<file path="config.mk">
export PLATFORM = sky130hd
export DESIGN_NAME = nn_scale_ctrl
export DESIGN_NICKNAME = d
export VERILOG_FILES = /design/src/rtl/nn_scale_ctrl.sv
export SDC_FILE = /design/constraint.sdc
export NUM_CORES = 1
export LEC_CHECK = 0
export CAP_MARGIN = 20
export CORE_MARGIN = 5
export CORE_UTILIZATION = 55
export CTS_BUF_LIST = sky130_fd_sc_hd__clkbuf_4
export DETAILED_ROUTE_END_ITERATION = 10
export GPL_ROUTABILITY_DRIVEN = 0
export GPL_TIMING_DRIVEN = 0
export PLACE_DENSITY = 0.84
export SYNTH_ARGS = -nofsm -noshare
export SYNTH_HDL_FRONTEND = slang
export SYNTH_SLANG_ARGS = --single-unit
export TNS_END_PERCENT = 1
</file>
<file path="constraint.sdc">
create_clock -name clk_i -period 5.2 [get_ports clk_i]
set_clock_uncertainty 0.1 [all_clocks]
set_input_delay 1.04 -clock clk_i [delete_from_list [all_inputs] [get_ports clk_i]]
set_output_delay 1.04 -clock clk_i [all_outputs]
set_load 0.02 [all_outputs]
</file>
<file path="src/rtl/nn_scale_ctrl.sv">
// Nearest-neighbour scaling sequencer: walks a source frame one pixel at a time,
// issuing synchronous source reads and 1x copy, 2x2 replicated or 2x decimated writes.
module nn_scale_ctrl #(
   parameter int WIDTH  = 160,
   parameter int HEIGHT = 120,
   parameter int DW     = 8,
   parameter int SAW    = 15,
   parameter int DAW    = 17
) (
   input  logic           clk_i,
   input  logic           rst_i,
   input  logic           start_i,
   input  logic [1:0]     mode_i,
   output logic           busy_o,
   output logic           done_o,
   output logic           err_o,
   output logic           src_rd_o,
   output logic [SAW-1:0] src_addr_o,
   input  logic [DW-1:0]  src_data_i,
   output logic           dst_we_o,
   output logic [DAW-1:0] dst_addr_o,
   output logic [DW-1:0]  dst_data_o,
   input  logic           dst_ready_i
);

   localparam int SXW = (WIDTH  > 1) ? $clog2(WIDTH)  : 1;
   localparam int SYW = (HEIGHT > 1) ? $clog2(HEIGHT) : 1;

   localparam logic [1:0] M_COPY = 2'd0;
   localparam logic [1:0] M_ZIN  = 2'd1;
   localparam logic [1:0] M_ZOUT = 2'd2;
   localparam logic [1:0] M_ILL  = 2'd3;

   typedef enum logic [2:0] {
      S_IDLE,
      S_READ,
      S_LATCH,
      S_WRITE,
      S_DONE
   } state_e;

   state_e         state_q, state_d;
   logic [1:0]     mode_q, mode_d;
   logic [SXW-1:0] sx_q, sx_d;
   logic [SYW-1:0] sy_q, sy_d;
   logic           rx_q, rx_d;
   logic           ry_q, ry_d;
   logic [DW-1:0]  pix_q, pix_d;
   logic           err_q, err_d;

   logic [SXW-1:0] x_last;
   logic [SYW-1:0] y_last;
   logic [SAW-1:0] src_addr;
   logic [DAW-1:0] dst_addr;

   // Zoom-out walks half the frame; an odd trailing row/column is never visited.
   assign x_last = (mode_q == M_ZOUT) ? SXW'(WIDTH / 2 - 1)  : SXW'(WIDTH - 1);
   assign y_last = (mode_q == M_ZOUT) ? SYW'(HEIGHT / 2 - 1) : SYW'(HEIGHT - 1);

   always_comb begin
      if (mode_q == M_ZOUT)
         src_addr = (SAW'(sy_q) << 1) * SAW'(WIDTH) + (SAW'(sx_q) << 1);
      else
         src_addr = SAW'(sy_q) * SAW'(WIDTH) + SAW'(sx_q);
   end

   always_comb begin
      case (mode_q)
         M_ZIN:   dst_addr = ((DAW'(sy_q) << 1) + DAW'(ry_q)) * DAW'(2 * WIDTH)
                             + (DAW'(sx_q) << 1) + DAW'(rx_q);
         M_ZOUT:  dst_addr = DAW'(sy_q) * DAW'(WIDTH / 2) + DAW'(sx_q);
         default: dst_addr = DAW'(sy_q) * DAW'(WIDTH) + DAW'(sx_q);
      endcase
   end

   always_ff @(posedge clk_i or posedge rst_i) begin
      if (rst_i) begin
         state_q <= S_IDLE;
         mode_q  <= M_COPY;
         sx_q    <= '0;
         sy_q    <= '0;
         rx_q    <= 1'b0;
         ry_q    <= 1'b0;
         pix_q   <= '0;
         err_q   <= 1'b0;
      end else begin
         state_q <= state_d;
         mode_q  <= mode_d;
         sx_q    <= sx_d;
         sy_q    <= sy_d;
         rx_q    <= rx_d;
         ry_q    <= ry_d;
         pix_q   <= pix_d;
         err_q   <= err_d;
      end
   end

   always_comb begin
      state_d = state_q;
      mode_d  = mode_q;
      sx_d    = sx_q;
      sy_d    = sy_q;
      rx_d    = rx_q;
      ry_d    = ry_q;
      pix_d   = pix_q;
      err_d   = 1'b0;
      case (state_q)
         S_IDLE: begin
            if (start_i) begin
               if (mode_i == M_ILL) begin
                  err_d = 1'b1;
               end else begin
                  mode_d  = mode_i;
                  sx_d    = '0;
                  sy_d    = '0;
                  rx_d    = 1'b0;
                  ry_d    = 1'b0;
                  state_d = S_READ;
               end
            end
         end
         S_READ:  state_d = S_LATCH;
         S_LATCH: begin
            pix_d   = src_data_i;
            state_d = S_WRITE;
         end
         S_WRITE: begin
            if (dst_ready_i) begin
               // Replica order (ry,rx): 00, 01, 10, 11 -- rx is the inner loop.
               if (mode_q == M_ZIN && !(rx_q && ry_q)) begin
                  rx_d = ~rx_q;
                  ry_d = ry_q | rx_q;
               end else begin
                  rx_d = 1'b0;
                  ry_d = 1'b0;
                  if (sx_q == x_last) begin
                     sx_d = '0;
                     if (sy_q == y_last) begin
                        state_d = S_DONE;
                     end else begin
                        sy_d    = sy_q + 1'b1;
                        state_d = S_READ;
                     end
                  end else begin
                     sx_d    = sx_q + 1'b1;
                     state_d = S_READ;
                  end
               end
            end
         end
         S_DONE:  state_d = S_IDLE;
         default: state_d = S_IDLE;
      endcase
   end

   // Address/data buses are forced to zero outside their strobe so that idle
   // and reset present an all-zero interface.
   assign busy_o     = (state_q != S_IDLE);
   assign done_o     = (state_q == S_DONE);
   assign err_o      = err_q;
   assign src_rd_o   = (state_q == S_READ);
   assign src_addr_o = src_rd_o ? src_addr : '0;
   assign dst_we_o   = (state_q == S_WRITE);
   assign dst_addr_o = dst_we_o ? dst_addr : '0;
   assign dst_data_o = dst_we_o ? pix_q : '0;

endmodule

</file>
==> results summary <==
The flow ran to the end, and the final reports show no timing, DRC or antenna violations. The share of total power dissipated in sequential elements is 0.191. The slew at the pin closest to its max-slew limit is 0.6592 ns. Measured on the finished design, the core utilization comes to 0.7008. The critical-path maximum fanout came out at 10.

The cell count after synthesis came out at 401. The clock tree from TritonCTS is yes. In this run the tool buffered the top-level ports with 58 buffer cells. The count of synthesis-stage warnings from yosys came out at 0. The synthesized netlist occupies a cell area of 3354 um2.

The number of top-level design ports is 59. The static leakage came out at 1.813 nW. Synthesis instantiated 65 different standard cells from the library. In the layout the commonest cells are 53 x clkdlybuf4s50_1, 33 x nor2_1, 31 x nand2_1. In the final layout, the share of cells above drive strength 1 is 0.1047. The worst-case vdd ir drop came out at 0.3536 mV.

The number of standard cells in the layout, taps in and fillers out came out at 543. The number of global-route vias before repair came to 3,197. The number of gates resized after CTS is 4. The maximum number of pins on one net before global-route repair is 18.

The average footprint of a synthesized cell came out at 8.365 um2. The number of hold violations in the final report is 0. The number of placed instances with taps included is 535. The switching power share of the total is 0.4867.

The tightest min-delay check is of the register to register type. The power density over the cells is 515.0 nW/um2. The share of synthesized flip-flops with an asynchronous set or reset is 1.000. The growth of design area from synthesis to finish came out at 23.69%. In this run the clock root is driven by a clkbuf_4. The count of standard-cell rows came out at 28. The final worst-path cycle share came out at 0.9705. The first-pass GRT wire length came out at 14.84 mm.

The placed wire-length estimate after detailed placement came out at 7.047 mm. The total via count in the routed design came out at 3,373. The most frequent standard cell in the layout excluding fill and tap cells is clkdlybuf4s50_1.

The number of antenna diodes in the final layout is 0. Counting every net in the synthesized netlist gives 446. The initial core utilization came out at 0.5666. The overflow left after global routing is 0. Cell internal power was estimated by the tool at 1.097 mW. At the end of the flow, the number of nets in the layout was 512. After detailed routing, the number of remaining DRC violations is 0. For this run, the leading register cell type out of synthesis is dfrtp_1. The share of total power in combinational logic came out at 0.724.

The setup slack at placement came out at 0.07127 ns. Setup repair after global routing could not meet its margin everywhere. The overall die height came out at 88.10 um. The shortest clock period the worst path allows after layout came out at 5.046 ns. Summed over all nets, the switching power comes to 1.040 mW. The clock latency of the later-clocked register in the worst-skew pair came out at 0.32 ns. Once detail routing completed, the nets flagged for antenna violations numbered 0.

The hold buffer count at cts came out at 0. The floorplan step set the die width to 88.10 um. The number of slew-limit violations in the final report is 0. Of the total power, the clock network draws 0.085. Dividing the detail-routed wire length by the instance count gives 16.58 um. The register area came out at 778.2 um2. Setup violations remaining at the end of the flow were counted as 0.

The worst hold margin is 0.4056 ns. The worst relative slew slack is 0.5600. Max-cap violations in this run came to 0. The critical path capture point type is an output pin. Counting flops with a built-in enable in the synthesized netlist gives 0. The sort of element at the start of the critical path is a register. The worst path setup slack after routing came out at 0.1537 ns. The via density per instance is 6.212.

The core area came out at 5921 um2. The clock transition at the registers of the reported paths is 0.09 ns. At the worst endpoint, the required time is 4.06 ns. In this run, the number of DRC markers left after iteration 0 of detailed routing was 300. The critical path arrival came out at 3.91 ns. The register area share after synthesis is 0.2313.

Static timing analysis puts the maximum clock frequency at 0.1982 GHz. Post-CTS timing repair inserted 0 buffers for setup. In this run the deepest clock path goes through 2 buffers. The number of filler cells placed in the layout is 468. The total clock sinks is 31. The aggregate routed wire length came out at 9.003 mm.

After synthesis the netlist holds a flip-flop and latch count of 31. The first-pass detailed-route iteration total is 5. The multi-input combinational cells in the finished layout cover a total of 2384 um2.

The number of levels the H-tree was split into is 2. The number of antenna violations at the first check in global routing came out at 0. The overall die area is 7761 um2.

The number of CTS-inserted buffers is 5. The global-route usage over all layers is 0.2353. The critical path in this run is classified as register to output pin.
## worst paths after layout
check / startpoint / to / slack [ns] / depth (start not counted)
worst max register to register: mode_q[0] / sy_q[4] / 2.60 / 9
worst min-delay path: pix_q[0] / pix_q[0] / 0.41 / 1
min in group asynchronous: rst_i / pix_q[4] / 1.00 / 2
worst max-delay path: sy_q[1] / dst_addr_o[12] / 0.15 / 12
max in group asynchronous: rst_i / sy_q[1] / 3.47 / 3
worst min register to register: pix_q[0] / pix_q[0] / 0.41 / 1
## synthesized netlist by cell type, types with 4 or more instances
master	instances	area [um2]
nand4_1	8	50.05
nor2_1	33	123.9
fa_1	5	100.1
a221oi_1	6	52.55
a21o_1	10	75.07
nand2b_1	4	25.02
mux2i_1	6	60.06
nor3_1	8	40.04
o21ai_0	28	140.1
a211oi_1	12	90.09
xor2_1	10	87.58
and3_1	7	43.79
clkbuf_1	8	30.03
ha_1	26	325.3
xnor2_1	20	175.2
o31ai_1	5	37.54
nand3_1	10	50.05
nor2b_1	5	31.28
a21oi_1	24	120.1
buf_6	6	67.56
and2_1	15	93.84
mux2_2	8	90.09
nand2_1	31	116.4
dfrtp_1	31	775.7
inv_1	16	60.06
## layout make-up
type,instances,share of cell area
timing repair buffer,59,0.1451
buffer,22,0.03739
inverter,16,0.01448
multi-input combinational,332,0.5745
clock buffer,5,0.009047
tap,75,0.02262
clock inverter,3,0.009349
sequential,31,0.1876
## critical path, stage by stage, from the launching register on
cell	delay (ns)
dfrtp_2	0.52
ha_1	0.39
ha_1	0.18
inv_1	0.07
fa_1	0.37
buf_6	0.15
xor2_1	0.23
or4_4	0.57
a211oi_2	0.30
xnor2_1	0.25
o21ai_1	0.10
a21oi_1	0.12
dlygate4sd2_1	0.34
## metal layers
metal	GRT usage	up-vias	wire length, um
met5	0	-	0
met4	0.06181	0	138
li1	-	1585	-
met2	0.3932	160	4397
met3	0.04516	20	692
met1	0.3132	1608	3775
## registers in the layout, summed over array words and instances, names as in the netlist
| register | flops |
|---|---|
| pix_q | 8 |
| sx_q | 8 |
| sy_q | 7 |
| state_q | 3 |
| mode_q | 2 |
| err_o | 1 |
| rx_q | 1 |
| ry_q | 1 |
## through the flow
step                setup TNS [ns]  power (mW)  cell area [um2]
finish                           0       2.137             4149
global route              -0.05771       2.287             4149
CTS                              0       2.124             4130
detailed placement               0       1.939             4056
global placement                 0       1.906             4029
floorplan                        0       1.388             3354
## power groups by stage
stage	Clock (mW)	Combinational, mW	Sequential, mW
floorplan	0	1.01	0.378
detailed placement	0	1.53	0.410
finish	0.181	1.55	0.409
global placement	0	1.50	0.404
CTS	0.187	1.53	0.406
global route	0.198	1.67	0.422
## logic make-up after synthesis
kind of cell	count (synthesis)	synth area share
DFF	31	0.2313
buffers and inverters	38	0.06416
and+or+nand+nor	145	0.2298
adders and majority gates	31	0.1268
muxes	14	0.04476
AOI/OAI and AO/OA	112	0.2249
xor gates and xnor gates	30	0.07833
Power figures use the tool's default switching activity.
